`config.mk`:
```
export PLATFORM = sky130hd
export DESIGN_NAME = ulpi_link
export DESIGN_NICKNAME = d
export VERILOG_FILES = /design/src/rtl/ulpi_pkg.sv /design/src/rtl/ulpi_link.sv
export SDC_FILE = /design/constraint.sdc
export NUM_CORES = 1
export LEC_CHECK = 0
export ABC_AREA = 1
export BUFFER_PORTS_ARGS = -buffer_cell sky130_fd_sc_hd__buf_2
export CORE_MARGIN = 2
export CORE_UTILIZATION = 55
export DETAILED_ROUTE_END_ITERATION = 7
export PLACE_DENSITY = 0.84
export SLEW_MARGIN = 15
export SYNTH_ARGS = -nofsm -noshare
export SYNTH_HDL_FRONTEND = slang
export SYNTH_SLANG_ARGS = --single-unit
export TNS_END_PERCENT = 10
```
`constraint.sdc`:
```
create_clock -name ulpi_clk -period 3.1 [get_ports ulpi_clk]
set_clock_uncertainty 0.2 [all_clocks]
set_input_delay 0.62 -clock ulpi_clk [delete_from_list [all_inputs] [get_ports ulpi_clk]]
set_output_delay 0.62 -clock ulpi_clk [all_outputs]
set_load 0.02 [all_outputs]
```
`src/rtl/ulpi_pkg.sv`:
```
// ulpi_pkg: shared definitions for the ULPI link.
//   - link_state_t : register-access state machine encoding
//   - TX CMD prefixes for register write / register read
//   - RX CMD field offsets and RxEvent codes
package ulpi_pkg;

  typedef enum logic [2:0] {
    IDLE    = 3'd0,
    WR_CMD  = 3'd1,
    WR_DATA = 3'd2,
    WR_STP  = 3'd3,
    RD_CMD  = 3'd4,
    RD_TURN = 3'd5,
    RD_DATA = 3'd6
  } link_state_t;

  // TX CMD byte = {prefix, 6-bit immediate address}
  localparam logic [1:0] TXCMD_REGWR = 2'b10;
  localparam logic [1:0] TXCMD_REGRD = 2'b11;

  // RX CMD byte layout
  localparam int RXCMD_LINE_LSB = 0;  // [1:0] LineState
  localparam int RXCMD_VBUS_LSB = 2;  // [3:2] VbusState
  localparam int RXCMD_EVT_LSB  = 4;  // [5:4] RxEvent

  // RxEvent codes (bit 0 of the event field is RxActive)
  localparam logic [1:0] RXEVT_NONE    = 2'b00;
  localparam logic [1:0] RXEVT_ACTIVE  = 2'b01;
  localparam logic [1:0] RXEVT_DISCON  = 2'b10;
  localparam logic [1:0] RXEVT_ERROR   = 2'b11;

  // Build a TX CMD byte from a prefix and an immediate address.
  function automatic logic [7:0] txcmd(input logic [1:0] prefix, input logic [5:0] addr);
    return {prefix, addr};
  endfunction

endpackage

```
`src/rtl/ulpi_link.sv`:
```
// ulpi_link: ULPI link-side controller.
//   Register access (immediate address) toward the PHY plus RX CMD / USB
//   receive-data decode from the PHY. All outputs are registered.
//
// Configuration macro: ULPI_LINK_REG_READ_EN
//   defined   : register reads issue a read TX CMD, wait for the PHY to turn
//               the bus, capture the byte, and abort after RD_TIMEOUT cycles.
//   undefined : read states and the timeout counter are not built; a read
//               request completes one cycle after acceptance with reg_err=1.
//
// Ports:
//   ulpi_clk, ulpi_rst          : 60 MHz PHY clock, async active-high reset
//   ulpi_dir, ulpi_nxt          : PHY bus direction and throttle
//   ulpi_data_in/ulpi_data_out  : bus data from / to the PHY
//   ulpi_stp                    : stop strobe to the PHY
//   reg_req/we/addr/wdata       : register access request
//   reg_busy/done/err/rdata     : register access status and result
//   line_state, vbus_state      : last RX CMD fields
//   rx_active, rx_error         : receive packet status
//   rx_data, rx_valid, rx_end   : received byte stream and end-of-packet
module ulpi_link
  import ulpi_pkg::*;
#(
  parameter int RD_TIMEOUT = 32
) (
  input  logic       ulpi_clk,
  input  logic       ulpi_rst,
  input  logic       ulpi_dir,
  input  logic       ulpi_nxt,
  input  logic [7:0] ulpi_data_in,
  output logic       ulpi_stp,
  output logic [7:0] ulpi_data_out,
  input  logic       reg_req,
  input  logic       reg_we,
  input  logic [5:0] reg_addr,
  input  logic [7:0] reg_wdata,
  output logic       reg_busy,
  output logic       reg_done,
  output logic       reg_err,
  output logic [7:0] reg_rdata,
  output logic [1:0] line_state,
  output logic [1:0] vbus_state,
  output logic       rx_active,
  output logic       rx_error,
  output logic [7:0] rx_data,
  output logic       rx_valid,
  output logic       rx_end
);

  if (RD_TIMEOUT < 1) begin : g_bad_rd_timeout
    $error("ulpi_link: RD_TIMEOUT must be at least 1");
  end

  link_state_t state;
  logic        dir_q;     // ulpi_dir from the previous cycle
  logic        tx_on;     // ulpi_data_out currently carries the phase byte
  logic [5:0]  tx_addr;
  logic [7:0]  tx_wdata;
  logic        rx_block;  // the bus byte belongs to a register read, not RX

`ifdef ULPI_LINK_REG_READ_EN
  localparam int CNT_W = $clog2(RD_TIMEOUT + 1);
  logic [CNT_W-1:0] rd_cnt;
`endif

  // Previous-cycle direction, used to spot turnaround cycles.
  always_ff @(posedge ulpi_clk or posedge ulpi_rst) begin
    if (ulpi_rst) begin
      dir_q <= 1'b0;
    end else begin
      dir_q <= ulpi_dir;
    end
  end

  // While a read is waiting for its data byte, the PHY byte is not an RX CMD.
  always_comb begin
    rx_block = 1'b0;
`ifdef ULPI_LINK_REG_READ_EN
    if (state == RD_DATA) begin
      rx_block = 1'b1;
    end else begin
      rx_block = 1'b0;
    end
`endif
  end

  // Register-access state machine with registered bus and status outputs.
  always_ff @(posedge ulpi_clk or posedge ulpi_rst) begin
    if (ulpi_rst) begin
      state         <= IDLE;
      ulpi_stp      <= 1'b0;
      ulpi_data_out <= 8'h00;
      reg_busy      <= 1'b0;
      reg_done      <= 1'b0;
      reg_err       <= 1'b0;
      reg_rdata     <= 8'h00;
      tx_on         <= 1'b0;
      tx_addr       <= 6'h00;
      tx_wdata      <= 8'h00;
`ifdef ULPI_LINK_REG_READ_EN
      rd_cnt        <= '0;
`endif
    end else begin
      ulpi_stp <= 1'b0;
      reg_done <= 1'b0;
      reg_err  <= 1'b0;
      case (state)
        IDLE: begin
          // reg_busy stays high through the reg_done cycle, drops here.
          reg_busy      <= 1'b0;
          ulpi_data_out <= 8'h00;
          tx_on         <= 1'b0;
          // A same-cycle dir rise wins: the bus goes to RX.
          if (reg_req && !reg_busy && !ulpi_dir) begin
            reg_busy <= 1'b1;
            tx_addr  <= reg_addr;
            tx_wdata <= reg_wdata;
            if (reg_we) begin
              state         <= WR_CMD;
              ulpi_data_out <= txcmd(TXCMD_REGWR, reg_addr);
              tx_on         <= 1'b1;
            end else begin
`ifdef ULPI_LINK_REG_READ_EN
              state         <= RD_CMD;
              ulpi_data_out <= txcmd(TXCMD_REGRD, reg_addr);
              tx_on         <= 1'b1;
              rd_cnt        <= '0;
`else
              reg_done  <= 1'b1;
              reg_err   <= 1'b1;
              reg_rdata <= 8'h00;
`endif
            end
          end
        end

        WR_CMD: begin
          if (ulpi_dir || dir_q) begin
            // PHY owns the bus or we are in the turnaround after it left.
            ulpi_data_out <= 8'h00;
            tx_on         <= 1'b0;
          end else if (!tx_on) begin
            ulpi_data_out <= txcmd(TXCMD_REGWR, tx_addr);
            tx_on         <= 1'b1;
          end else if (ulpi_nxt) begin
            state         <= WR_DATA;
            ulpi_data_out <= tx_wdata;
          end else begin
            ulpi_data_out <= txcmd(TXCMD_REGWR, tx_addr);
          end
        end

        WR_DATA: begin
          if (ulpi_dir) begin
            // Aborted: the whole write restarts from the TX CMD.
            state         <= WR_CMD;
            ulpi_data_out <= 8'h00;
            tx_on         <= 1'b0;
          end else if (ulpi_nxt) begin
            state         <= WR_STP;
            ulpi_data_out <= 8'h00;
            tx_on         <= 1'b0;
            ulpi_stp      <= 1'b1;
            reg_done      <= 1'b1;
          end else begin
            ulpi_data_out <= tx_wdata;
          end
        end

        WR_STP: begin
          state         <= IDLE;
          ulpi_data_out <= 8'h00;
          reg_busy      <= 1'b0;
        end

`ifdef ULPI_LINK_REG_READ_EN
        RD_CMD, RD_TURN, RD_DATA: begin
          rd_cnt <= rd_cnt + CNT_W'(1);
          if (rd_cnt == CNT_W'(RD_TIMEOUT - 1)) begin
            state         <= IDLE;
            ulpi_data_out <= 8'h00;
            tx_on         <= 1'b0;
            reg_done      <= 1'b1;
            reg_err       <= 1'b1;
            reg_rdata     <= 8'h00;
          end else if (state == RD_CMD) begin
            if (ulpi_dir || dir_q) begin
              ulpi_data_out <= 8'h00;
              tx_on         <= 1'b0;
            end else if (!tx_on) begin
              ulpi_data_out <= txcmd(TXCMD_REGRD, tx_addr);
              tx_on         <= 1'b1;
            end else if (ulpi_nxt) begin
              state         <= RD_TURN;
              ulpi_data_out <= 8'h00;
              tx_on         <= 1'b0;
            end else begin
              ulpi_data_out <= txcmd(TXCMD_REGRD, tx_addr);
            end
          end else if (state == RD_TURN) begin
            ulpi_data_out <= 8'h00;
            // Leave on the turnaround cycle; the next byte is read data.
            if (ulpi_dir && !dir_q) begin
              state <= RD_DATA;
            end else begin
              state <= RD_TURN;
            end
          end else begin
            ulpi_data_out <= 8'h00;
            if (ulpi_dir) begin
              state     <= IDLE;
              reg_rdata <= ulpi_data_in;
              reg_done  <= 1'b1;
            end else begin
              state <= RD_DATA;
            end
          end
        end
`endif

        default: begin
          state         <= IDLE;
          ulpi_data_out <= 8'h00;
          tx_on         <= 1'b0;
          reg_busy      <= 1'b0;
        end
      endcase
    end
  end

  // RX CMD and receive-data decode, one cycle behind the bus.
  always_ff @(posedge ulpi_clk or posedge ulpi_rst) begin
    if (ulpi_rst) begin
      line_state <= 2'b00;
      vbus_state <= 2'b00;
      rx_active  <= 1'b0;
      rx_error   <= 1'b0;
      rx_data    <= 8'h00;
      rx_valid   <= 1'b0;
      rx_end     <= 1'b0;
    end else begin
      rx_valid <= 1'b0;
      rx_end   <= 1'b0;
      // rx_error stays visible alongside rx_end, then clears.
      if (rx_end) begin
        rx_error <= 1'b0;
      end
      if (ulpi_dir && dir_q && !rx_block) begin
        if (ulpi_nxt) begin
          rx_data  <= ulpi_data_in;
          rx_valid <= 1'b1;
        end else begin
          line_state <= ulpi_data_in[RXCMD_LINE_LSB +: 2];
          vbus_state <= ulpi_data_in[RXCMD_VBUS_LSB +: 2];
          rx_active  <= ulpi_data_in[RXCMD_EVT_LSB];
          if (rx_active && !ulpi_data_in[RXCMD_EVT_LSB]) begin
            rx_end <= 1'b1;
          end
          if (ulpi_data_in[RXCMD_EVT_LSB +: 2] == RXEVT_ERROR) begin
            rx_error <= 1'b1;
          end
        end
      end else if (!ulpi_dir && dir_q && rx_active) begin
        // PHY dropped the bus mid-packet.
        rx_active <= 1'b0;
        rx_end    <= 1'b1;
      end
    end
  end

endmodule

```
# Word level (Yosys, flattened, before mapping)
# Index checks and enable logic that the tools add are counted.
# W data, S select, Z words.
classes:
  n_mux: 43
  bitwise: 2
  n_reduce_logical: 19
  n_eq_ne: 11
ops:
  columns: ["op", "n"]
  rows:
  - ["$mux W8", 7]
  - ["$mux W1", 24]
  - ["$pmux W8 S3", 1]
  - ["$mux W3", 7]
  - ["$ne A2 B2 Y1 const B", 6]
  - ["$reduce_and A2 Y1", 5]
  - ["$pmux W3 S3", 1]
  - ["$eq A3 B2 Y1 const B", 2]
  - ["$logic_and A1 B1 Y1", 6]
  - ["$reduce_and A6 Y1", 1]
  - ["$pmux W1 S2", 2]
  - ["$pmux W1 S4", 1]
  - ["$eq A3 B1 Y1 const B", 1]
  - ["$logic_not A1 Y1", 3]
  - ["$logic_not A3 Y1", 1]
  - ["$ne A3 B3 Y1 const B", 1]
  - ["$eq A2 B2 Y1 const B", 1]
  - ["$not A1 Y1", 2]
  - ["$reduce_bool A2 Y1", 1]
  - ["$reduce_or A2 Y1", 1]
  - ["$logic_or A1 B1 Y1", 1]
word_totals:
  output_inout_bits: 36
  elab_cells: 92
  regBits: 47
  in_bits: 28

# Depth between registers and ports, before layout
depth:
  ltp_word: 5
  ltp_mapped: 8
  ltp_nobuf: 8

# Worst setup path before layout
# No wires, ideal clock.
synth_path:
  path_kind: "input to register"
  from: "in ulpi_dir"
  to: "reg tx_wdata[7]"
  path_buffers: 1
  t_arrival_ns: 1.218
  setup_slack_ns: 1.565
  setup_ns: 0.117
  required_ns: 2.783
  path_stages: 7
  path_cell_list: "nor2_2 > nand2_4 > inv_6 > nand2_4 > buf_6 > nand2_1 > nand2_1"
synth_via:
  elab_chain_len: 3
synth_lines:
  columns: ["element", "line", "text"]
  rows:
  - ["from (decl)", "ulpi_link.sv:28", "input logic ulpi_dir,"]
  - ["$logic_not A1 Y1", "ulpi_link.sv:114", "if (reg_req && !reg_busy && !ulpi_dir) begin"]
  - ["$logic_and A1 B1 Y1", "ulpi_link.sv:114", null]
  - ["$reduce_and A2 Y1 (no source line)", null, null]
  - ["to (signal assigned)", "ulpi_link.sv:117", "tx_wdata <= reg_wdata;"]
  - ["to (decl)", "ulpi_link.sv:58", "logic [7:0] tx_wdata;"]
# Every way passes these cells.
# A chain may end at the register's enable or synchronous reset.

# Worst setup path after layout
layout_path:
  from: "reg state[0]"
  to: "reg tx_wdata[0]"
layout_via:
  elab_chain_len: 2
layout_lines:
  columns: ["element", "line", "text"]
  rows:
  - ["from (decl)", "ulpi_link.sv:54", "link_state_t state;"]
  - ["from (signal assigned)", "ulpi_link.sv:90", "state <= IDLE;"]
  - ["from (signal assigned)", "ulpi_link.sv:119", "state <= WR_CMD;"]
  - ["from (signal assigned)", "ulpi_link.sv:146", "state <= WR_DATA;"]
  - ["$logic_not A3 Y1", "ulpi_link.sv:107", "case (state)"]
  - ["$reduce_and A2 Y1 (no source line)", null, null]
# Every way passes these cells.

==> results.sh <==
export IMPL_status="finished clean"
export IMPL_ys_seq_area_share_pct=52.4
export IMPL_leakage_nw=1.48
export IMPL_grt_usage_pct=21.3
export IMPL_p_total_mw=1.84
export IMPL_rsz0062_at_grt="no"
export IMPL_yosysUniqueCellTypes=28
export IMPL_powerDensity_nw_per_um2=726
export IMPL_antenna_found_initial=0
export IMPL_path_max_fanout=24
export IMPL_synth_top_area_cell="dfrtp_1"
export IMPL_drt_first_pass_iters=4
export IMPL_vias=1798
export IMPL_synth_seq_cells=46
export IMPL_seq_area_sq_um=1150
export IMPL_grt_max_degree=47
export IMPL_syn_area_per_cell_sq_um=8.62
export IMPL_path_class="flop to flop"
export IMPL_netlist_top_cells_count="nand2_1 (91), dfrtp_1 (46), nand3_1 (26)"
export IMPL_hold_path_class="flop to flop"
export IMPL_synth_top_cell_area_share_pct=52.4
export IMPL_yosys_top_cells_area="dfrtp_1 (52%), nand2_1 (16%), nand3_1 (5.9%)"
export IMPL_grt_pass1_wl_um=7130
export IMPL_coreArea_sq_um=3740
export IMPL_clockRootBuffer="clkbuf_8"
export IMPL_arrival_ps=2070
export IMPL_cts_resized=0
export IMPL_fin_crit_ps=2090
export IMPL_critical_path_top_delay_family="adder cells"
export IMPL_port_buffers=55
export IMPL_hold_violations=0
export IMPL_cts_tree="done"
export IMPL_synth_top_flop_cell="dfrtp_1"
export IMPL_synth_yosys_warnings=0
export IMPL_fin_cells=359
export IMPL_cpMostUsedCell="nand2_1"
export IMPL_cp_slowest_stage_delay_ps=740
export IMPL_post_drt_wl_per_cell_um=11.9
export IMPL_chipWidth_um=67.2
export IMPL_grt_pass1_vias=1600
export IMPL_required_ps=3080
export IMPL_clkLatencyLatePin_ps=290
export IMPL_yosysMostFrequentCell="nand2_1"
export IMPL_multi_input_area_sq_um=867
export IMPL_cts_buffers=5
export IMPL_fmax_mhz=479
export IMPL_place_gp_congestion=0.909
export IMPL_netlist_area_sq_um=2200
export IMPL_drv_slew=0
export IMPL_syn_inst=255
export IMPL_r2r_slack_ps=1010
export IMPL_wl_um=4280
export IMPL_cts_hold_buf=0
export IMPL_period_share_pct=67.3
export IMPL_drc_errors=0
export IMPL_die_y_um=67.2
export IMPL_row_count=22
export IMPL_finalSetupViolations=0
export IMPL_dp_cells=351
export IMPL_cts_sinks=46
export IMPL_end_kind="flop"
export IMPL_tightest_slew_ps=911
export IMPL_ys_async_sr_fraction_pct=100
export IMPL_h_tree_depth=2
export IMPL_pin_count=64
export IMPL_critical_path_cell_chain="inv_1 > ha_1 > nand2_4 > nand2_1 > nand2_1"
export IMPL_dieArea_sq_um=4520
export IMPL_drtIter0Drc=122
export IMPL_area_growth_syn_to_layout_pct=15.7
export IMPL_slew_headroom_pct=39.2
export IMPL_num_antenna_cells=0
export IMPL_drive_above_1_share_pct=28.3
export IMPL_cpMaxStageDelayCell="ha_1"
export IMPL_hpwl_um=3150
export IMPL_finalSetupTns_ps=0
export IMPL_placed_area_sq_um=2460
export IMPL_ant_nets=0
export IMPL_clock_path_buffers=2
export IMPL_grt_overflow_total=0
export IMPL_post_cts_setup_buffers=0
export IMPL_initial_core_util_pct=58.7
export IMPL_synth_edf_count=0
export IMPL_crit_buf_inv=1
export IMPL_nNetsFinal=343
export IMPL_avgViaCountPerCell=5.01
export IMPL_fin_area_sq_um=2540
export IMPL_num_fill_cells=305
export IMPL_maxCapViolations=0
export IMPL_start_kind="flop"
export IMPL_ir_drop_uv=620
export IMPL_path_clk_slew_ps=80
-- worst paths after layout --
path | from | end | cells after the start
min reg2reg | rx_end$_DFF_PP0_ | rx_error$_DFF_PP0_ | 1
min | rx_end$_DFF_PP0_ | rx_error$_DFF_PP0_ | 1
max | state[0]$_DFFE_PP0P_ | tx_wdata[0]$_DFFE_PP0P_ | 5
min in group asynchronous | ulpi_rst | tx_addr[4]$_DFFE_PP0P_ | 2
max in group asynchronous | ulpi_rst | tx_wdata[3]$_DFFE_PP0P_ | 2
max reg2reg | state[0]$_DFFE_PP0P_ | tx_wdata[0]$_DFFE_PP0P_ | 5
-- registers in the layout, indices dropped and copies added, names as in the netlist, 2 cells and up --
name and flops:
tx_addr 6, ulpi_data_out 8, tx_wdata 8, rx_data 8
vbus_state 2, state 2, line_state 2
-- routing by layer --
| metal | track usage, % | share of wire (%) | up-vias |
|---|---|---|---|
| met4 | 8.93 | 1.4 | 0 |
| li1 | - | - | 892 |
| met2 | 33.7 | 48 | 78 |
| met1 | 28.5 | 44 | 822 |
| met3 | 4.50 | 7.1 | 6 |
| met5 | 0 | 0 | - |
-- area by class of cell --
type / count / area share [%]
sequential: 46 / 45.3
timing repair buffer: 55 / 10.8
multi-input combinational: 176 / 34.1
inverter: 26 / 4.04
clock buffer: 6 / 2.85
clock inverter: 2 / 0.541
tap: 48 / 2.36
-- cell usage in the layout, fill, tap and decap left out, drive strengths merged --
cell type,Yosys,routed
clkinv,0,2
inv,26,26
nand4,3,3
buf,12,55
clkbuf,2,6
or2,1,1
dfrtp,46,46
conb,1,8
o32ai,1,1
a31oi,1,1
nor2,14,14
nand2,98,98
o21ai,15,15
a21oi,2,2
o22ai,1,1
ha,5,5
nand3,27,27
-- worst reg2reg max path: cells and delay by family, from the launching register on --
family / cells / cell delay [ps]
and+or+nand+nor: 3 / 480
adders and majority gates: 1 / 740
DFF: 1 / 450
buffers and inverters: 1 / 110
-- cell families after synthesis --
kind of cell,count (synthesis),synth area share (%)
simple gates,143,28.9
fa+ha+maj,5,2.85
buf+inv,40,9.39
flops,46,52.4
compound gates,20,6.32
other cells,1,0.171
-- per-stage QoR --
| step | hold WS, ps | setup slack (ps) | util, % |
|---|---|---|---|
| after floorplan | 242 | 1190 | - |
| after global placement | 247 | 1150 | 65.6 |
| after detailed placement | 242 | 1050 | 65.6 |
| after CTS | 261 | 1040 | 67.9 |
| after global routing | 281 | 826 | 67.9 |
| final | 259 | 1010 | 67.9 |
-- power breakdown --
part           switching (mW)  internal, mW  total (mW)
Sequential              0.103         0.762       0.865
Combinational           0.428         0.208       0.636
Clock                   0.185         0.159       0.344
Total                   0.715          1.13        1.84
Note: power is estimated with default switching activity, not from simulation.
